==> src/rtl/alarm_latch_ctrl_if.sv <==
// Signal bundle between the alarm decoder/operator side and alarm_latch_ctrl.
// master drives alarm_in/arm/ack; slave (the controller) drives the status outputs.
interface alarm_latch_ctrl_if #(
   parameter int CNT_W = 8
);
   logic             alarm_in;
   logic             arm;
   logic             ack;
   logic             siren;
   logic             led;
   logic [1:0]       state_o;
   logic [CNT_W-1:0] trip_count;

   modport master (
      output alarm_in, arm, ack,
      input  siren, led, state_o, trip_count
   );

   modport slave (
      input  alarm_in, arm, ack,
      output siren, led, state_o, trip_count
   );
endinterface

==> src/rtl/alarm_latch_ctrl.sv <==
// Arm/disarm, debounce, trip latch, siren/LED drive and timeout for the alarm output.
// Define ALARM_TRIP_COUNT_EN to build the saturating trip counter; otherwise trip_count is 0.
module alarm_latch_ctrl #(
   parameter int DEBOUNCE   = 4,
   parameter int BLINK_HALF = 8,
   parameter int TIMEOUT    = 64,
   parameter int CNT_W      = 8
) (
   input  logic               clk,
   input  logic               rst,
   alarm_latch_ctrl_if.slave  bus
);
   localparam int DB_W = $clog2(DEBOUNCE) + 1;
   localparam int BL_W = $clog2(BLINK_HALF) + 1;
   localparam int TO_W = $clog2(TIMEOUT) + 1;

   typedef enum logic [1:0] {
      S_DISARMED = 2'd0,
      S_ARMED    = 2'd1,
      S_TRIPPED  = 2'd2,
      S_SILENCED = 2'd3
   } state_t;

   state_t            state_q, state_n;
   logic [DB_W-1:0]   db_q, db_n;
   logic [BL_W-1:0]   bl_q, bl_n;
   logic [TO_W-1:0]   to_q, to_n;
   logic              led_q, led_n;
   logic              siren_q, siren_n;
   logic              trip_ev;

   always_ff @(posedge clk) begin
      if (rst) begin
         state_q <= S_DISARMED;
         db_q    <= '0;
         bl_q    <= '0;
         to_q    <= '0;
         led_q   <= 1'b0;
         siren_q <= 1'b0;
      end else begin
         state_q <= state_n;
         db_q    <= db_n;
         bl_q    <= bl_n;
         to_q    <= to_n;
         led_q   <= led_n;
         siren_q <= siren_n;
      end
   end

   always_comb begin
      state_n = state_q;
      db_n    = db_q;
      bl_n    = bl_q;
      to_n    = to_q;
      led_n   = led_q;
      trip_ev = 1'b0;

      // Disarm outranks everything, so a coincident trip is never counted.
      if (!bus.arm) begin
         state_n = S_DISARMED;
      end else begin
         case (state_q)
            S_DISARMED: state_n = S_ARMED;
            S_ARMED: begin
               if (bus.alarm_in) begin
                  if (db_q == DB_W'(DEBOUNCE - 1)) begin
                     state_n = S_TRIPPED;
                     trip_ev = 1'b1;
                  end else begin
                     db_n = db_q + 1'b1;
                  end
               end else begin
                  db_n = '0;
               end
            end
            S_TRIPPED: begin
               if (bus.ack || (to_q == TO_W'(TIMEOUT - 1))) begin
                  state_n = S_SILENCED;
               end else begin
                  to_n = to_q + 1'b1;
               end
               if (bl_q == BL_W'(BLINK_HALF - 1)) begin
                  bl_n  = '0;
                  led_n = ~led_q;
               end else begin
                  bl_n = bl_q + 1'b1;
               end
            end
            S_SILENCED: begin
               // Holding off while alarm_in is still high avoids an instant re-trip.
               if (bus.ack && !bus.alarm_in) state_n = S_ARMED;
            end
            default: state_n = S_DISARMED;
         endcase
      end

      if (state_n != state_q) begin
         db_n  = '0;
         bl_n  = '0;
         to_n  = '0;
         led_n = (state_n != S_DISARMED);
      end
      siren_n = (state_n == S_TRIPPED);
   end

   assign bus.state_o = state_q;
   assign bus.siren   = siren_q;
   assign bus.led     = led_q;

`ifdef ALARM_TRIP_COUNT_EN
   logic [CNT_W-1:0] trip_q;

   always_ff @(posedge clk) begin
      if (rst) begin
         trip_q <= '0;
      end else if (trip_ev && (trip_q != {CNT_W{1'b1}})) begin
         trip_q <= trip_q + 1'b1;
      end
   end

   assign bus.trip_count = trip_q;
`else
   logic unused_trip_ev;
   assign unused_trip_ev = trip_ev;
   assign bus.trip_count = '0;
`endif
endmodule

==> src/flat_wrapper.sv <==
// flat-port wrapper written by rule: the top's interface ports become plain ports
module alarm_latch_ctrl_flat 
#(
   parameter int DEBOUNCE   = 4,
   parameter int BLINK_HALF = 8,
   parameter int TIMEOUT    = 64,
   parameter int CNT_W      = 8
)
  (clk, rst, bus_alarm_in, bus_arm, bus_ack, bus_siren, bus_led, bus_state_o, bus_trip_count);
  alarm_latch_ctrl_if #(.CNT_W(CNT_W)) bus_i ();
  input  logic clk;
  input  logic rst;
  input wire logic [$bits(bus_i.alarm_in)-1:0] bus_alarm_in;
  input wire logic [$bits(bus_i.arm)-1:0] bus_arm;
  input wire logic [$bits(bus_i.ack)-1:0] bus_ack;
  output wire logic [$bits(bus_i.siren)-1:0] bus_siren;
  output wire logic [$bits(bus_i.led)-1:0] bus_led;
  output wire logic [$bits(bus_i.state_o)-1:0] bus_state_o;
  output wire logic [$bits(bus_i.trip_count)-1:0] bus_trip_count;
  assign bus_i.alarm_in = bus_alarm_in;
  assign bus_i.arm = bus_arm;
  assign bus_i.ack = bus_ack;
  assign bus_siren = bus_i.siren;
  assign bus_led = bus_i.led;
  assign bus_state_o = bus_i.state_o;
  assign bus_trip_count = bus_i.trip_count;
  alarm_latch_ctrl #(.DEBOUNCE(DEBOUNCE), .BLINK_HALF(BLINK_HALF), .TIMEOUT(TIMEOUT), .CNT_W(CNT_W)) u_core (.clk(clk), .rst(rst), .bus(bus_i));
endmodule
==> config.mk <==
export PLATFORM = sky130hd
export DESIGN_NAME = alarm_latch_ctrl_flat
export DESIGN_NICKNAME = d
export VERILOG_FILES = /design/src/rtl/alarm_latch_ctrl_if.sv /design/src/rtl/alarm_latch_ctrl.sv /design/src/flat_wrapper.sv
export SDC_FILE = /design/constraint.sdc
export NUM_CORES = 1
export LEC_CHECK = 0
export BUFFER_PORTS_ARGS = -buffer_cell sky130_fd_sc_hd__buf_2
export CAP_MARGIN = 25
export CORE_MARGIN = 2
export CORE_UTILIZATION = 44
export DETAILED_ROUTE_END_ITERATION = 12
export GPL_ROUTABILITY_DRIVEN = 0
export MAX_ROUTING_LAYER = met4
export PLACE_DENSITY = 0.65
export RECOVER_POWER = 50
export SYNTH_ARGS = -nofsm -noshare
export SYNTH_HDL_FRONTEND = slang
export SYNTH_SLANG_ARGS = --single-unit
export TNS_END_PERCENT = 30
==> constraint.sdc <==
create_clock -name clk -period 3.6 [get_ports clk]
set_input_delay 0.72 -clock clk [delete_from_list [all_inputs] [get_ports clk]]
set_output_delay 0.72 -clock clk [all_outputs]
set_load 0.01 [all_outputs]
# Yosys cells after proc, flatten, opt, wreduce, memory -nomap -nowiden
# Index checks and enable logic that the tools add are counted.
dict set report word_totals {
  register_bits 18
  inputBits 5
  out_inout_bits 12
  wordCells 46
}
dict set report classes {
  addsub 3
  n_eq_ne 9
  n_mux 13
  bitwise_logic 2
  reduce_logical 13
}
# operator n
set ops {}
lappend ops {{$mux W2} 5}
lappend ops {{$reduce_and A3 Y1} 3}
lappend ops {{$pmux W2 S4} 1}
lappend ops {{$reduce_bool A2 Y1} 4}
lappend ops {{$add A7 B1 Y7 const B} 1}
lappend ops {{$eq A7 B6 Y1 const B} 1}
lappend ops {{$eq A2 B2 Y1 const B} 3}
lappend ops {{$mux W3} 2}
lappend ops {{$add A4 B1 Y4 const B} 1}
lappend ops {{$eq A4 B3 Y1 const B} 1}
lappend ops {{$mux W1} 4}
lappend ops {{$mux W4} 1}
lappend ops {{$add A3 B1 Y3 const B} 1}
lappend ops {{$eq A3 B2 Y1 const B} 1}
lappend ops {{$eq A2 B1 Y1 const B} 1}
lappend ops {{$logic_not A2 Y1} 1}
lappend ops {{$ne A2 B2 Y1} 1}
lappend ops {{$ne A2 B2 Y1 const B} 1}
lappend ops {{$not A1 Y1} 2}
lappend ops {{$reduce_and A2 Y1} 1}
lappend ops {{$reduce_or A2 Y1} 1}
lappend ops {{$logic_and A1 B1 Y1} 1}
lappend ops {{$logic_not A1 Y1} 1}
lappend ops {{$logic_or A1 B1 Y1} 1}

# Logic depth before layout (Yosys ltp)
dict set report depth {
  word_depth 8
  depth_mapped 7
}

# Worst setup path before layout
# OpenSTA, ideal clock, no wires.
dict set report synth_timing {
  kind {input to register}
  startpoint {in bus_arm}
  endpoint {reg u_core.bl_q[2]}
  setup_time_ns 0.117
  arrival_ns 1.636
  t_required_ns 3.483
  setup_slack_ns 1.847
  cell_stages 5
  n_path_buf 1
  cell_sequence {and2_0 > a221oi_1 > a211o_1 > buf_2 > nor2_1}
}
dict set report synth_via {
  elab_chain_len 3
  elab_cells_between_ends 4
  classes_between {eq/ne (1); mux (1); reduce/logical (2)}
}
# item line_no
set synth_lines {}
lappend synth_lines {{start: declaration} flat_wrapper.sv:14} ;# input wire logic [$bits(bus_i.arm)-1:0] bus_arm;
lappend synth_lines {{$mux W2} alarm_latch_ctrl.sv:59} ;# if (!bus.arm) begin
lappend synth_lines {{$ne A2 B2 Y1} alarm_latch_ctrl.sv:97} ;# if (state_n != state_q) begin
lappend synth_lines {{$reduce_or A2 Y1 (no line)} n/a}
lappend synth_lines {{end signal: assignment} alarm_latch_ctrl.sv:43} ;# bl_q <= bl_n;
lappend synth_lines {{end: declaration} alarm_latch_ctrl.sv:26} ;# logic [BL_W-1:0] bl_q, bl_n;
# Parallel ways exist; a longest one is shown, timed or not.
# A chain may end at the register's enable or synchronous reset.

# Worst setup path in the final report
dict set report layout_timing {
  startpoint {reg u_core.db_q[0]}
  endpoint {reg u_core.db_q[1]}
}
dict set report layout_via {
  elab_chain_len 7
  elab_cells_between_ends 12
  classes_between {add/sub (1); eq/ne (3); mux (6); reduce/logical (2)}
}
# item line_no
set layout_lines {}
lappend layout_lines {{start: declaration} alarm_latch_ctrl.sv:25} ;# logic [DB_W-1:0] db_q, db_n;
lappend layout_lines {{start signal: assignment} alarm_latch_ctrl.sv:42} ;# db_q <= db_n;
lappend layout_lines {{$eq A3 B2 Y1} alarm_latch_ctrl.sv:66} ;# if (db_q == DB_W'(DEBOUNCE - 1)) begin
lappend layout_lines {{$mux W2} alarm_latch_ctrl.sv:66}
lappend layout_lines {{$mux W2} alarm_latch_ctrl.sv:65} ;# if (bus.alarm_in) begin
lappend layout_lines {{$pmux W2 S4} alarm_latch_ctrl.sv:62} ;# case (state_q)
lappend layout_lines {{$mux W2} alarm_latch_ctrl.sv:59}
lappend layout_lines {{$ne A2 B2 Y1} alarm_latch_ctrl.sv:97}
lappend layout_lines {{$reduce_or A2 Y1 (no line)} n/a}
# Parallel ways exist; a longest one is shown, timed or not. The select of a mux whose other input is x is not followed.

==> impl_results.md <==
* Die extent in y at ~52 um
* DR WL/cell at around 11 um
* Sequential share of the synthesized area at 0.354
* PwrDens at around 300 nW/um^2
* Final layout net count at 132
* Post-CTS Repair Setup Buffers at 0
* 1st-iter DRT viols at 13
* Final Util at 0.477
* First-pass GRT wire length at between 2000 and 3000 um
* Worst vdd ir at 0.000246 V
* R2R cell count at 6
* Initial antenna violation count at 0
* GR Util All Layers at 0.155
* Worst R2R End: u_core.db_q[1]
* Top-count cell post-synth: dfxtp_1
* Slew Limit Fails at 0
* Vias in the first global route at slightly above 700
* Crit Path Category: register to register
* GRT overflow at 0
* Period utilisation layout at 0.489
* Num ports at 17
* Worst Hold Slack at between 400 and 500 ps
* Chip Width at between 50 and 60 um
* H-Tree Depth at 1
* Setup clock skew after layout at roughly 7.5 ps
* Clock slew at reported path FFs at 90 ps
* Final Instance Area at 1050 um^2
* Finish-stage setup viols at 0
* CTS resizes at 0
* Lkg Pwr at 0.402 nW
* Largest net degree at the start of global routing at 15
* Clk Latency, worst-skew pair at about 290 ps
* Outcome: completed
* Most used cell along the critical path: ha_1
* Max Freq at 0.568 GHz
* Area leader, netlist: dfxtp_1
* Total power at between 0.3 and 0.4 mW
* Initial Util at 0.465
* Reg-to-reg slack, setup at about 1800 ps
* Root Buffer: clkbuf_4
* Hold buffers post-CTS at 0
* Crit-path leading delay family: compound AO/OA/AOI/OAI gates
* Slowest stage delay, CP at roughly 440 ps
* Dpl cells at around 150
* Detailed Route WL at 1650 um
* Cell Chain, Critical Path: ha_1 -> ha_1 -> nand2_1 -> a221oi_1 -> a211o_1 -> nor2_1
* Bufs and invs on worst path at 0
* Worst hold stages at 2
* Routed vias/inst at between 5 and 6
* Sink Count at 18
* Crit path capture type: register
* EDFF count, synth at 0
* Synth Flop Type: dfxtp_1
* CTS Buffer Depth at 2
* Hold Crit Start: u_core.to_q[6]
* Worst slack at placement at 1530 ps
* 1st-pass router iterations at 4
* Cells after Synth at ~120
* Core Area at 2190 um^2
* Final worst setup slack at roughly 1800 ps
* RSZ-0062 raised after global routing: false
* Synth top area share at 0.354
* CP startpoint kind: register
* Synth cell types at 43
* Area contributors post-synth: dfxtp_1 (35%), buf_4 (5.9%), ha_1 (4.9%), nor2_1 (4.4%), mux2i_1 (3.9%)
* Critical Path AT at 1930 ps
* CTS tree: yes
* Hold WC Path Type: register to register
* Share of cells above drive strength 1 at 0.124
* Non-Filler Instances at 149
* # DRC at 0
* Via count at roughly 750
* Syn avg cell area at 8.86 um^2
* DRT antenna net count at 0
* N_diodes at 0
* DIE AREA at about 2700 um^2
* Ys Warns at 0
* Port bufs at 8
* Worst Hold Path EP: u_core.to_q[6]
* CP max stage cell: a211o_1
* # rows at 17
* Setup TNS at 0 ps
* Post-DP HPWL at between 1000 and 1500 um
* Min Tclk post-route at 1760 ps
* Final Hold Viols at 0
* Fill count at ~230
* Max-Cap Viols at 0
* Commonest cells in the netlist: dfxtp_1 (18), nor2_1 (12), nand2_1 (10)
* RR Startpoint: u_core.db_q[0]
* Critical Path RT at between 3000 and 4000 ps
* DP Area at between 1000 and 1500 um^2
* Worst-path fanout max at 14
* Area growth syn-to-layout at 2.70%
* TritonCTS Buffers at 3
* Post-synth ARST share at 0
* Seq cells post-synth at 18
* Cell area after synthesis at 1020 um^2
routing by layer:
layer / share of wire / global-route usage
met5: 0 / -
met2: 0.49 / 0.251
met3: 0.034 / 0.0517
met1: 0.46 / 0.175
met4: 0.012 / 0.0658
layout by cell type (no fill, tap or decap), types with 2 or more instances in the layout:
cell	count
a21oi_1	4
and2b_1	2
buf_2	4
clkbuf_1	4
clkbuf_4	3
conb_1	8
dfxtp_1	18
ha_1	4
inv_1	2
mux2i_1	4
nand2_1	10
nand3_1	2
nand3b_1	4
nor2_1	12
nor2b_1	5
o21ai_0	6
xor2_1	4
how the worst max path moves through the flow:
stage	from	cells past startpoint	endpoint
floorplan	bus_arm	5	u_core.bl_q[2]
detailed placement	bus_arm	5	u_core.db_q[1]
global placement	bus_arm	5	u_core.db_q[1]
CTS	u_core.db_q[0]	6	u_core.db_q[1]
global route	u_core.db_q[0]	6	u_core.db_q[1]
finish	u_core.db_q[0]	6	u_core.db_q[1]
final cells by class:
class	count	area, um^2	share of cell area
inverter	2	7.51	0.00718
timing repair buffer	8	35.0	0.0335
multi-input combinational	90	586	0.560
sequential	18	360	0.344
tap	28	35.0	0.0335
clock buffer	3	22.5	0.0215
worst reg2reg max path: cells and delay by family (launching register included):
family	cells	cell delay (ps)
AO/OA/AOI/OAI	2	760
flip-flops	1	370
adder cells (fa/ha/maj)	2	320
AND/OR/NAND/NOR	2	200
power by group:
| part | leakage (nW) | switching [mW] | internal (mW) |
|---|---|---|---|
| sequential | 0.145 | 0.00219 | 0.201 |
| combinational | 0.243 | 0.0150 | 0.00830 |
| clock | 0.0138 | 0.0553 | 0.0389 |
| total | 0.402 | 0.0724 | 0.248 |
logic make-up after synthesis:
logic type,after synthesis,synth area share
simple gates,49,0.287
fa+ha+maj,4,0.0491
other cells,1,0.00368
flops,18,0.354
compound gates,20,0.127
buf+inv,14,0.0970
xor+xnor,5,0.0430
mux,4,0.0393
flip-flops by register name, summed over array words and instances, names as in the netlist:
register            flops
u_core.db_q             3
u_core.bus.led          1
u_core.bus.siren        1
u_core.bus.state_o      2
u_core.bl_q             4
u_core.to_q             7
(Power assumes the default switching activity.)
